[src/rtl/button_conditioner.sv]
`default_nettype none
// ============================================================================
// Module   : button_conditioner
// Brief    : Synchronise, debounce and edge-detect two push-buttons, with
//            optional hold-to-auto-repeat, producing one-cycle up/down strobes.
// Revision : 1.0 - initial release
// ============================================================================
module button_conditioner #(
    parameter int DB_CYCLES  = 2500000,
    parameter int RPT_EN     = 1,
    parameter int RPT_DELAY  = 62500000,
    parameter int RPT_PERIOD = 12500000,
    parameter int CNT_W      = 26
) (
    input  logic clk,
    input  logic rst,
    input  logic up_raw,
    input  logic down_raw,
    output logic up_pulse,
    output logic down_pulse,
    output logic up_level,
    output logic down_level
);

    typedef enum logic [1:0] {
        ST_IDLE   = 2'd0,
        ST_HELD   = 2'd1,
        ST_REPEAT = 2'd2
    } state_t;

    localparam logic [CNT_W-1:0] c_db_last  = CNT_W'(DB_CYCLES - 1);
    localparam logic [CNT_W-1:0] c_dly_last = CNT_W'(RPT_DELAY - 1);
    localparam logic [CNT_W-1:0] c_per_last = CNT_W'(RPT_PERIOD - 1);
    localparam logic [CNT_W-1:0] c_one      = CNT_W'(1);

    logic [1:0] w_raw;
    logic [1:0] w_want;
    logic [1:0] w_level;

    assign w_raw = {down_raw, up_raw};

    generate
        for (genvar g = 0; g < 2; g++) begin : g_ch
            logic             r_s1;
            logic             r_s2;
            logic             r_db;
            logic [CNT_W-1:0] r_cnt;
            logic [CNT_W-1:0] r_rcnt;
            state_t           r_state;
            logic             w_flip;
            logic             w_rise;
            logic             w_fall;
            logic             w_want_ch;

            assign w_flip  = (r_s2 != r_db) && (r_cnt == c_db_last);
            assign w_rise  = w_flip && r_s2;
            assign w_fall  = w_flip && !r_s2;

            // Pulse request is decided from the same edge that flips db,
            // so the strobe lands in the cycle right after the flip.
            always_comb begin
                w_want_ch = 1'b0;
                case (r_state)
                    ST_IDLE:   w_want_ch = w_rise;
                    ST_HELD:   w_want_ch = (RPT_EN != 0) && !w_fall && (r_rcnt == c_dly_last);
                    ST_REPEAT: w_want_ch = !w_fall && (r_rcnt == c_per_last);
                    default:   w_want_ch = 1'b0;
                endcase
            end

            always_ff @(posedge clk) begin
                if (!rst) begin
                    r_s1    <= 1'b0;
                    r_s2    <= 1'b0;
                    r_db    <= 1'b0;
                    r_cnt   <= '0;
                    r_rcnt  <= '0;
                    r_state <= ST_IDLE;
                end else begin
                    r_s1 <= w_raw[g];
                    r_s2 <= r_s1;

                    if (r_s2 == r_db) begin
                        r_cnt <= '0;
                    end else if (r_cnt == c_db_last) begin
                        r_db  <= r_s2;
                        r_cnt <= '0;
                    end else begin
                        r_cnt <= r_cnt + c_one;
                    end

                    case (r_state)
                        ST_IDLE: begin
                            if (w_rise) begin
                                r_state <= ST_HELD;
                                r_rcnt  <= '0;
                            end
                        end
                        ST_HELD: begin
                            if (w_fall) begin
                                r_state <= ST_IDLE;
                                r_rcnt  <= '0;
                            end else if ((RPT_EN != 0) && (r_rcnt == c_dly_last)) begin
                                r_state <= ST_REPEAT;
                                r_rcnt  <= '0;
                            end else if (r_rcnt != c_dly_last) begin
                                // Holds at the delay limit when repeat is off.
                                r_rcnt <= r_rcnt + c_one;
                            end
                        end
                        ST_REPEAT: begin
                            if (w_fall) begin
                                r_state <= ST_IDLE;
                                r_rcnt  <= '0;
                            end else if (r_rcnt == c_per_last) begin
                                r_rcnt <= '0;
                            end else begin
                                r_rcnt <= r_rcnt + c_one;
                            end
                        end
                        default: begin
                            r_state <= ST_IDLE;
                            r_rcnt  <= '0;
                        end
                    endcase
                end
            end

            assign w_want[g]  = w_want_ch;
            assign w_level[g] = r_db;
        end
    endgenerate

    // Simultaneous requests cancel each other; channel state still advances.
    always_ff @(posedge clk) begin
        if (!rst) begin
            up_pulse   <= 1'b0;
            down_pulse <= 1'b0;
        end else begin
            up_pulse   <= w_want[0] & ~w_want[1];
            down_pulse <= w_want[1] & ~w_want[0];
        end
    end

    assign up_level   = w_level[0];
    assign down_level = w_level[1];

endmodule
`default_nettype wire

[config.mk]
export PLATFORM = sky130hd
export DESIGN_NAME = button_conditioner
export DESIGN_NICKNAME = d
export VERILOG_FILES = /design/src/rtl/button_conditioner.sv
export SDC_FILE = /design/constraint.sdc
export NUM_CORES = 1
export LEC_CHECK = 0
export BUFFER_PORTS_ARGS = -buffer_cell sky130_fd_sc_hd__buf_2
export CORE_ASPECT_RATIO = 1.5
export CORE_MARGIN = 3
export CORE_UTILIZATION = 60
export CTS_CLUSTER_SIZE = 16
export DETAILED_ROUTE_END_ITERATION = 16
export MAX_ROUTING_LAYER = met4
export PLACE_DENSITY_LB_ADDON = 0.08
export SYNTH_ARGS = -nofsm -noshare
export SYNTH_HDL_FRONTEND = slang
export SYNTH_SLANG_ARGS = --single-unit
[constraint.sdc]
create_clock -name clk -period 7.2 [get_ports clk]
set_input_delay 1.8 -clock clk [delete_from_list [all_inputs] [get_ports clk]]
set_output_delay 1.8 -clock clk [all_outputs]
set_load 0.05 [all_outputs]
# == Word-level counts from Yosys, hierarchy flattened ==
# Index checks and enable logic that the tools add are counted.
# W data, S select, Z words.
# classes
n_eq_ne,24
muxes,26
bitwise,7
reduce_logical,24
n_addsub,4
# op_table
cell,count
$mux W26,12
$pmux W26 S3,2
$add A26 B1 Y26 const B,4
$eq A26 B22 Y1 const B,2
$eq A26 B24 Y1 const B,2
$eq A26 B26 Y1 const B,2
$ne A26 B26 Y1 const B,2
$mux W2,8
$pmux W2 S3,2
$logic_and A1 B1 Y1,10
$ne A2 B2 Y1 const B,4
$ne A4 B4 Y1 const B,2
$reduce_and A2 Y1,4
$ne A3 B3 Y1 const B,2
$pmux W1 S3,2
$reduce_and A3 Y1,2
$reduce_or A3 Y1,2
$not A1 Y1,5
$eq A2 B1 Y1 const B,2
$eq A2 B2 Y1 const B,2
$logic_not A1 Y1,4
$logic_not A2 Y1,2
$and A1 B1 Y1,2
$eq A1 B1 Y1,2
$ne A1 B1 Y1,2
# totals
inputBits,4
ff_bits,116
word_cells,99

# == Depth between registers and ports, before layout ==
# Gate-level depths: netlist of the first run.
# depth
word_depth,8
ltp_mapped,8

# == Worst setup path before layout of the first run ==
# No wires, ideal clock.
# synth_path
kind,input to register
from,in rst
to,reg g_ch[0].r_state[1]
required_ps,7137
setup_slack_ps,4394
arrival_time_ps,2743
path_stages,4
cell_sequence,inv_1 > a311oi_1 > or4b_2 > nand3_1
# synth_rtl
item,line_no,source
"start, declared",16,"input logic rst,"
"end signal, assigned",78,r_state <= ST_IDLE;
"end signal, assigned",95,r_state <= ST_HELD;
"end signal, assigned",101,r_state <= ST_IDLE;
"end, declared",49,state_t r_state;

# == Worst setup path in the final report of the first run ==
# layout_path
from,reg g_ch[0].r_cnt[0]
to,reg g_ch[0].r_rcnt[18]
# layout_via
elab_chain_cells,5
# layout_lines
item,line_no,source
"start, declared",47,logic [CNT_W-1:0] r_cnt;
"start signal, assigned",89,r_cnt <= r_cnt + c_one;
$eq A26 B22 Y1 (*),55,assign w_flip = (r_s2 != r_db) && (r_cnt == c_db_last);
$logic_and A1 B1 Y1 (*),55,
$logic_and A1 B1 Y1 (on tied branches),"57, 56",
"$mux W26, or another cell as far along",112,if (w_fall) begin
$pmux W26 S3 or $reduce_and A2 Y1 (tied branches),n/a,
"end signal, assigned",108,r_rcnt <= r_rcnt + c_one;
"end signal, assigned",118,r_rcnt <= r_rcnt + c_one;
"end, declared",48,logic [CNT_W-1:0] r_rcnt;
# Every way passes the cells marked *; elsewhere a longest branch is shown, timed or not.
# A chain may end at the register's enable or synchronous reset.

==> impl_metrics.ini, run 1 <==
[sta]
tightestPinTransition_ns = 1.18
rsz0062_at_grt = no
setup_violations = 0
drv_slew = 0
clock_skew_ns = 0.00902
final_hold_viol_count = 0
fin_crit_sh_pct = 45.2
setup_tns_ns = 0
slew_headroom_pct = 21.3
layout_min_cycle_time_ns = 3.26
fmax_mhz = 307

[finish]
n_antenna_cell = 0
finish.utilization_pct = 68.3
nets = 724
areaGrowthSynthToFinish_pct = 10.8
drive_above_1_share_pct = 12.2

[clock_tree]
postCtsSetupBuffers = 0
clock_latency_ns = 0.40
cts-buffers-inserted = 17
clk_pin_slew_ns = 0.05
clock_sinks = 116
cts_tree = yes
ctsHoldBuffers = 0
htree_levels = 4
cts_resized = 0
clock-root-buffer = clkbuf_16
clockBufferDepth = 2

[power]
ir_drop_mv = 0.166
power_density_mw_per_mm2 = 228
power_leakage_nw = 2.08

[synth]
synth_cells = 715
seq_area_frac_synth_pct = 36.9
syn_nets = 731
ys_seq_elements = 116
synth_async_sr_flop_share_pct = 0
synth_flop_cell = dfxtp_1
synth_area_mm2 = 0.00629
synth.avg_cell_area_um2 = 8.79
yosys_warnings = 0
synth_edf_count = 0
synth_cell_types = 56

[route]
dr.pass1.iters = 4
drtIter0Drc = 278
ant_nets = 0
vias_per_cell = 6.34
drc = 0
drt_wl_total_um = 13700
route.vias.total = 5467
post_drt_wl_per_cell_um = 15.9

[grt]
grt_pass1_vias = 5018
met2_usage_pct = 40.0
gr-usage-all-layers_pct = 24.8
grt_pass1_wl_um = 23000
grt-busiest-layer = met2
grt_overflow_total = 0
grt_start_max_net_pins = 56
antenna_found_initial = 0
met1_usage_pct = 30.1
grt_util_met3_pct = 5.46

[min_path]
hp-class = reg2reg

[die]
die_w_um = 89.6
dieHeight_um = 131
coreArea_mm2 = 0.0102
dieArea_mm2 = 0.0118
num_io_pins = 8
start_util_pct = 61.7
num_rows = 45

[critical_path]
r2r_slack_ns = 3.94
arrival_ns = 3.56
crit_type = reg2reg
endpoint_kind = flop
required_ns = 7.50
cp-start-kind = flop
path_max_fanout = 55

[placement]
gp_congestion = 0.813
place.port_buffers = 7
hpwlAfterDp_um = 8920

[outcome]
outcome = completed

[job]
max_cap_viol_count = 0
-- placed cells by master, fill, tap and decap left out, types with 10 or more instances in the layout --
cell type	count
dfxtp_1	116
nor2_1	59
nand2_1	47
nand3_1	43
xnor2_1	34
o31ai_1	30
inv_1	27
or3_1	25
a22oi_1	24
or4_1	22
nand4_1	22
o21ai_0	21
nor3_1	20
nor4_1	17
clkbuf_16	17
a221oi_2	15
or4_4	14
ha_1	12
and2_1	10
and4_1	10
xor2_1	10
a221oi_1	10
-- cell usage after synthesis, types with 3 or more instances --
library cell | n | area (um^2)
and2_1 | 10 | 62.6
nor4b_1 | 6 | 52.6
o31ai_1 | 30 | 225
nand4_1 | 22 | 138
a221oi_1 | 10 | 87.6
and3_1 | 9 | 56.3
or4_1 | 22 | 165
or3_1 | 25 | 156
buf_6 | 4 | 45.0
a21oi_1 | 9 | 45.0
nor3_1 | 20 | 100
ha_1 | 12 | 150
nor2_1 | 59 | 221
xnor2_1 | 34 | 298
or4bb_1 | 3 | 33.8
a22oi_1 | 24 | 180
or2_2 | 6 | 37.5
a221oi_2 | 15 | 225
o211ai_1 | 9 | 67.6
buf_2 | 4 | 20.0
a31oi_1 | 5 | 31.3
nand2_1 | 47 | 176
or4_4 | 14 | 158
nor2b_1 | 6 | 37.5
nand4b_1 | 4 | 35.0
xor2_1 | 10 | 87.6
and4_1 | 10 | 87.6
o21ai_0 | 21 | 105
inv_1 | 27 | 101
nor4_1 | 17 | 106
nand3_1 | 43 | 215
dfxtp_1 | 116 | 2320
clkbuf_1 | 30 | 113
-- logic make-up after synthesis --
family	share of synthesized area, %
DFF	36.9
xor gates and xnor gates	6.13
AOI/OAI and AO/OA	17.8
and+or+nand+nor	32.0
adders and majority gates	2.39
buffers and inverters	4.44
muxes	0.318
-- metal layers --
metal	share of wire [%]	vias up
li1	-	2715
met4	1.5	0
met2	52	94
met1	43	2636
met3	3.5	22
met5	0	-
-- path summary, 6_finish.rpt --
| kind | depth (start not counted) | start | endpoint |
|---|---|---|---|
| max | 6 | g_ch[0].r_cnt[0]$_SDFF_PP0_ | g_ch[0].r_rcnt[18]$_SDFFE_PN0P_ |
| min | 1 | g_ch[1].r_s1$_SDFF_PN0_ | g_ch[1].r_s2$_SDFF_PN0_ |
| max reg2reg | 6 | g_ch[0].r_cnt[0]$_SDFF_PP0_ | g_ch[0].r_rcnt[18]$_SDFFE_PN0P_ |
| min reg2reg | 1 | g_ch[1].r_s1$_SDFF_PN0_ | g_ch[1].r_s2$_SDFF_PN0_ |
-- critical path: stages, from the launching register on --
cell and delay (ns):
dfxtp_1 0.33, ha_1 0.24, nand4_2 0.23, nor4_4 0.12, a31oi_4 0.94, nand2_1 0.86, a22oi_1 0.42
-- flip-flops by register name (all words and copies together) (netlist names) --
register,cells
g_ch.r_cnt,52
g_ch.r_rcnt,52
g_ch.r_state,4
g_ch.r_s1,2
g_ch.r_s2,2
down_level,1
down_pulse,1
up_level,1
up_pulse,1
-- power by group --
part / switching, W / internal [W]
clock network: 0.000287 / 0.000542
registers: 0.00000793 / 0.000650
logic: 0.0000808 / 0.0000221
total: 0.000376 / 0.00121
-- area by class of cell --
class                      instances  area [um^2]
timing repair buffer              12         72.6
clock buffer                      22          484
inverter                          27          101
fill                             844         3230
sequential                       116         2320
multi-input combinational        534         3700
clock inverter                    10          104
tap                              141          176
-- stage by stage --
stage | instances | hold slack [ns] | setup WS [ns] | cell area (um^2) | total power (W)
finish | 862 | 0.433 | 3.94 | 6960 | 0.00159
global route | 862 | 0.456 | 3.58 | 6960 | 0.00165
CTS | 862 | 0.436 | 3.91 | 6960 | 0.00160
detailed placement | 830 | 0.421 | 3.90 | 6370 | 0.000775
global placement | 830 | 0.421 | 3.92 | 6370 | 0.000770
floorplan | 715 | 0.412 | 4.39 | 6290 | 0.000752
Power figures use the tool's default switching activity.
==> run 2, diff against run 1 <==
- clock period: 7.2 -> 3.4 ns (I/O delays scaled with it)
==> run 2 against run 1 <==
Worst hold slack better by 0.0014 ns. Clock skew barely moved. Die area unchanged. Final cell count grew 0.70%. First-iteration DRC count up 21%. Via count increased by 1.3%. Combinational power grew 130%. Sequential share of layout area about the same. Flip-flop and latch count is the same. Cell area about the same. Critical path depth stayed put. Register-to-register slack lost 3.4 ns. Highest routed layer unchanged.
==> impl_metrics.ini, run 2 (same netlist as run 1, synthesis figures left out) <==
[sta]
setup_tns_ns = 0
final_hold_viol_count = 0
tightestPinTransition_ns = 1.10
rsz0062_at_grt = no
fin_crit_sh_pct = 83.0
clock_skew_ns = 0.00937
fmax_mhz = 354
drv_slew = 0
setup_violations = 0
layout_min_cycle_time_ns = 2.82
slew_headroom_pct = 26.3

[placement]
hpwlAfterDp_um = 8900
place.port_buffers = 7
dpl-instance-area_mm2 = 0.00642
dp.cells = 836
gp_congestion = 0.852

[finish]
n_antenna_cell = 0
top_regs = g_ch.r_cnt: 52 flops, g_ch.r_rcnt: 52 flops, g_ch.r_state: 4 flops
multi_input_comb_area_mm2 = 0.00370
final_cells = 868
seqCellArea_mm2 = 0.00232
final_cell_mix = 116 x dfxtp_1, 59 x nor2_1, 47 x nand2_1
layout_commonest_cell = dfxtp_1
drive_above_1_share_pct = 12.9
nets = 730
stdcell_area_mm2 = 0.00697
finish.utilization_pct = 68.4
areaGrowthSynthToFinish_pct = 10.8
num-fill-cells = 825

[route]
ant_nets = 0
drc = 0
post_drt_wl_per_cell_um = 15.7
dr.pass1.iters = 5
vias_per_cell = 6.38
drtIter0Drc = 336
route.vias.total = 5536
drt_wl_total_um = 13600

[critical_path]
required_ns = 3.75
crit_family = simple AND/OR/NAND/NOR gates
r2r_end = g_ch[0].r_state[1]$_SDFFE_PN0P_
r2r_cells = 6
crit_type = reg2reg
path_max_fanout = 52
endpoint_kind = flop
arrival_ns = 3.17
critical_path_buf_inv_count = 0
cp_num_cells = 6
path_cells = ha_1 -> nand4_2 -> nor4_4 -> a31oi_4 -> or4b_2 -> nand3_1
endpoint = g_ch[0].r_state[1]$_SDFFE_PN0P_
r2r_slack_ns = 0.58
critPathMaxStageDelay_ns = 0.75
cp-start-kind = flop
r2r-start = g_ch[0].r_cnt[0]$_SDFF_PP0_
critPathLaunch = g_ch[0].r_cnt[0]$_SDFF_PP0_
crit_slowest_cell = or4b_2

[job]
max_cap_viol_count = 0

[clock_tree]
clk_pin_slew_ns = 0.05
postCtsSetupBuffers = 0
cts_tree = yes
clock_sinks = 116
ctsHoldBuffers = 0
cts-buffers-inserted = 17
htree_levels = 4
clock-root-buffer = clkbuf_16
clockBufferDepth = 2
clock_latency_ns = 0.41
cts_resized = 0

[grt]
grt_pass1_vias = 5309
gr-usage-all-layers_pct = 24.8
grt_start_max_net_pins = 53
grt_overflow_total = 0
antenna_found_initial = 0
grt_pass1_wl_um = 23400

[die]
start_util_pct = 61.7
dieHeight_um = 131
dieArea_mm2 = 0.0118
die_w_um = 89.6
coreArea_mm2 = 0.0102
num_rows = 45
num_io_pins = 8

[outcome]
outcome = completed

[min_path]
hp-class = reg2reg

[power]
power_leakage_nw = 2.07
p_clk_share_pct = 49.9
p_int_w = 0.00242
pwr-share-comb_pct = 7.2
swShare_pct = 25.4
p_sw_w = 0.000823
p_total_w = 0.00324
power_density_mw_per_mm2 = 466
ir_drop_mv = 0.499
p_seq_share_pct = 42.9
[run 2: changes by cell type in the layout (fill, tap and decap cells not counted)]
cell | before | now
buf_4 | 5 | 11
clkinv_2 | 7 | 4
clkinvlp_4 | 0 | 3
bufinv_16 | 2 | 0
clkinv_4 | 1 | 3
clkbuf_8 | 4 | 3
inv_6 | 0 | 1
[run 2: worst min path at each step]
stage,end,slack [ns],from,cells after the start
floorplan,g_ch[0].r_s2$_SDFF_PN0_,0.41,g_ch[0].r_s1$_SDFF_PN0_,1
global placement,g_ch[0].r_s2$_SDFF_PN0_,0.41,g_ch[0].r_s1$_SDFF_PN0_,1
detailed placement,g_ch[0].r_s2$_SDFF_PN0_,0.43,g_ch[0].r_s1$_SDFF_PN0_,1
CTS,g_ch[1].r_s2$_SDFF_PN0_,0.44,g_ch[1].r_s1$_SDFF_PN0_,1
global route,g_ch[1].r_s2$_SDFF_PN0_,0.45,g_ch[1].r_s1$_SDFF_PN0_,1
finish,g_ch[1].r_s2$_SDFF_PN0_,0.43,g_ch[1].r_s1$_SDFF_PN0_,1
[run 2: area by class of cell]
class	instances	share of cell area, %
clock buffer	21	6.75
clock inverter	11	1.11
inverter	27	1.45
multi-input combinational	534	53.1
sequential	116	33.3
tap	141	2.53
timing repair buffer	18	1.69
[run 2: per-stage QoR]
stage | hold slack, ns | setup WS (ns)
finish | 0.434 | 0.579
global route | 0.455 | 0.362
CTS | 0.440 | 0.564
detailed placement | 0.426 | 0.596
global placement | 0.413 | 0.678
floorplan | 0.412 | 1.03
[run 2: power groups by stage]
stage	sequential (W)	clock (W)	combinational [W]
global placement	0.00142	0	0.000224
CTS	0.00139	0.00165	0.000234
global route	0.00139	0.00170	0.000266
floorplan	0.00142	0	0.000175
finish	0.00139	0.00162	0.000233
detailed placement	0.00142	0	0.000233
[run 2: layer usage]
metal / GRT usage, % / vias to the layer above / share of wire [%]
li1: - / 2729 / -
met1: 28.3 / 2680 / 42
met2: 41.7 / 103 / 53
met3: 5.77 / 24 / 3.1
met4: 8.36 / 0 / 1.6
met5: - / - / 0
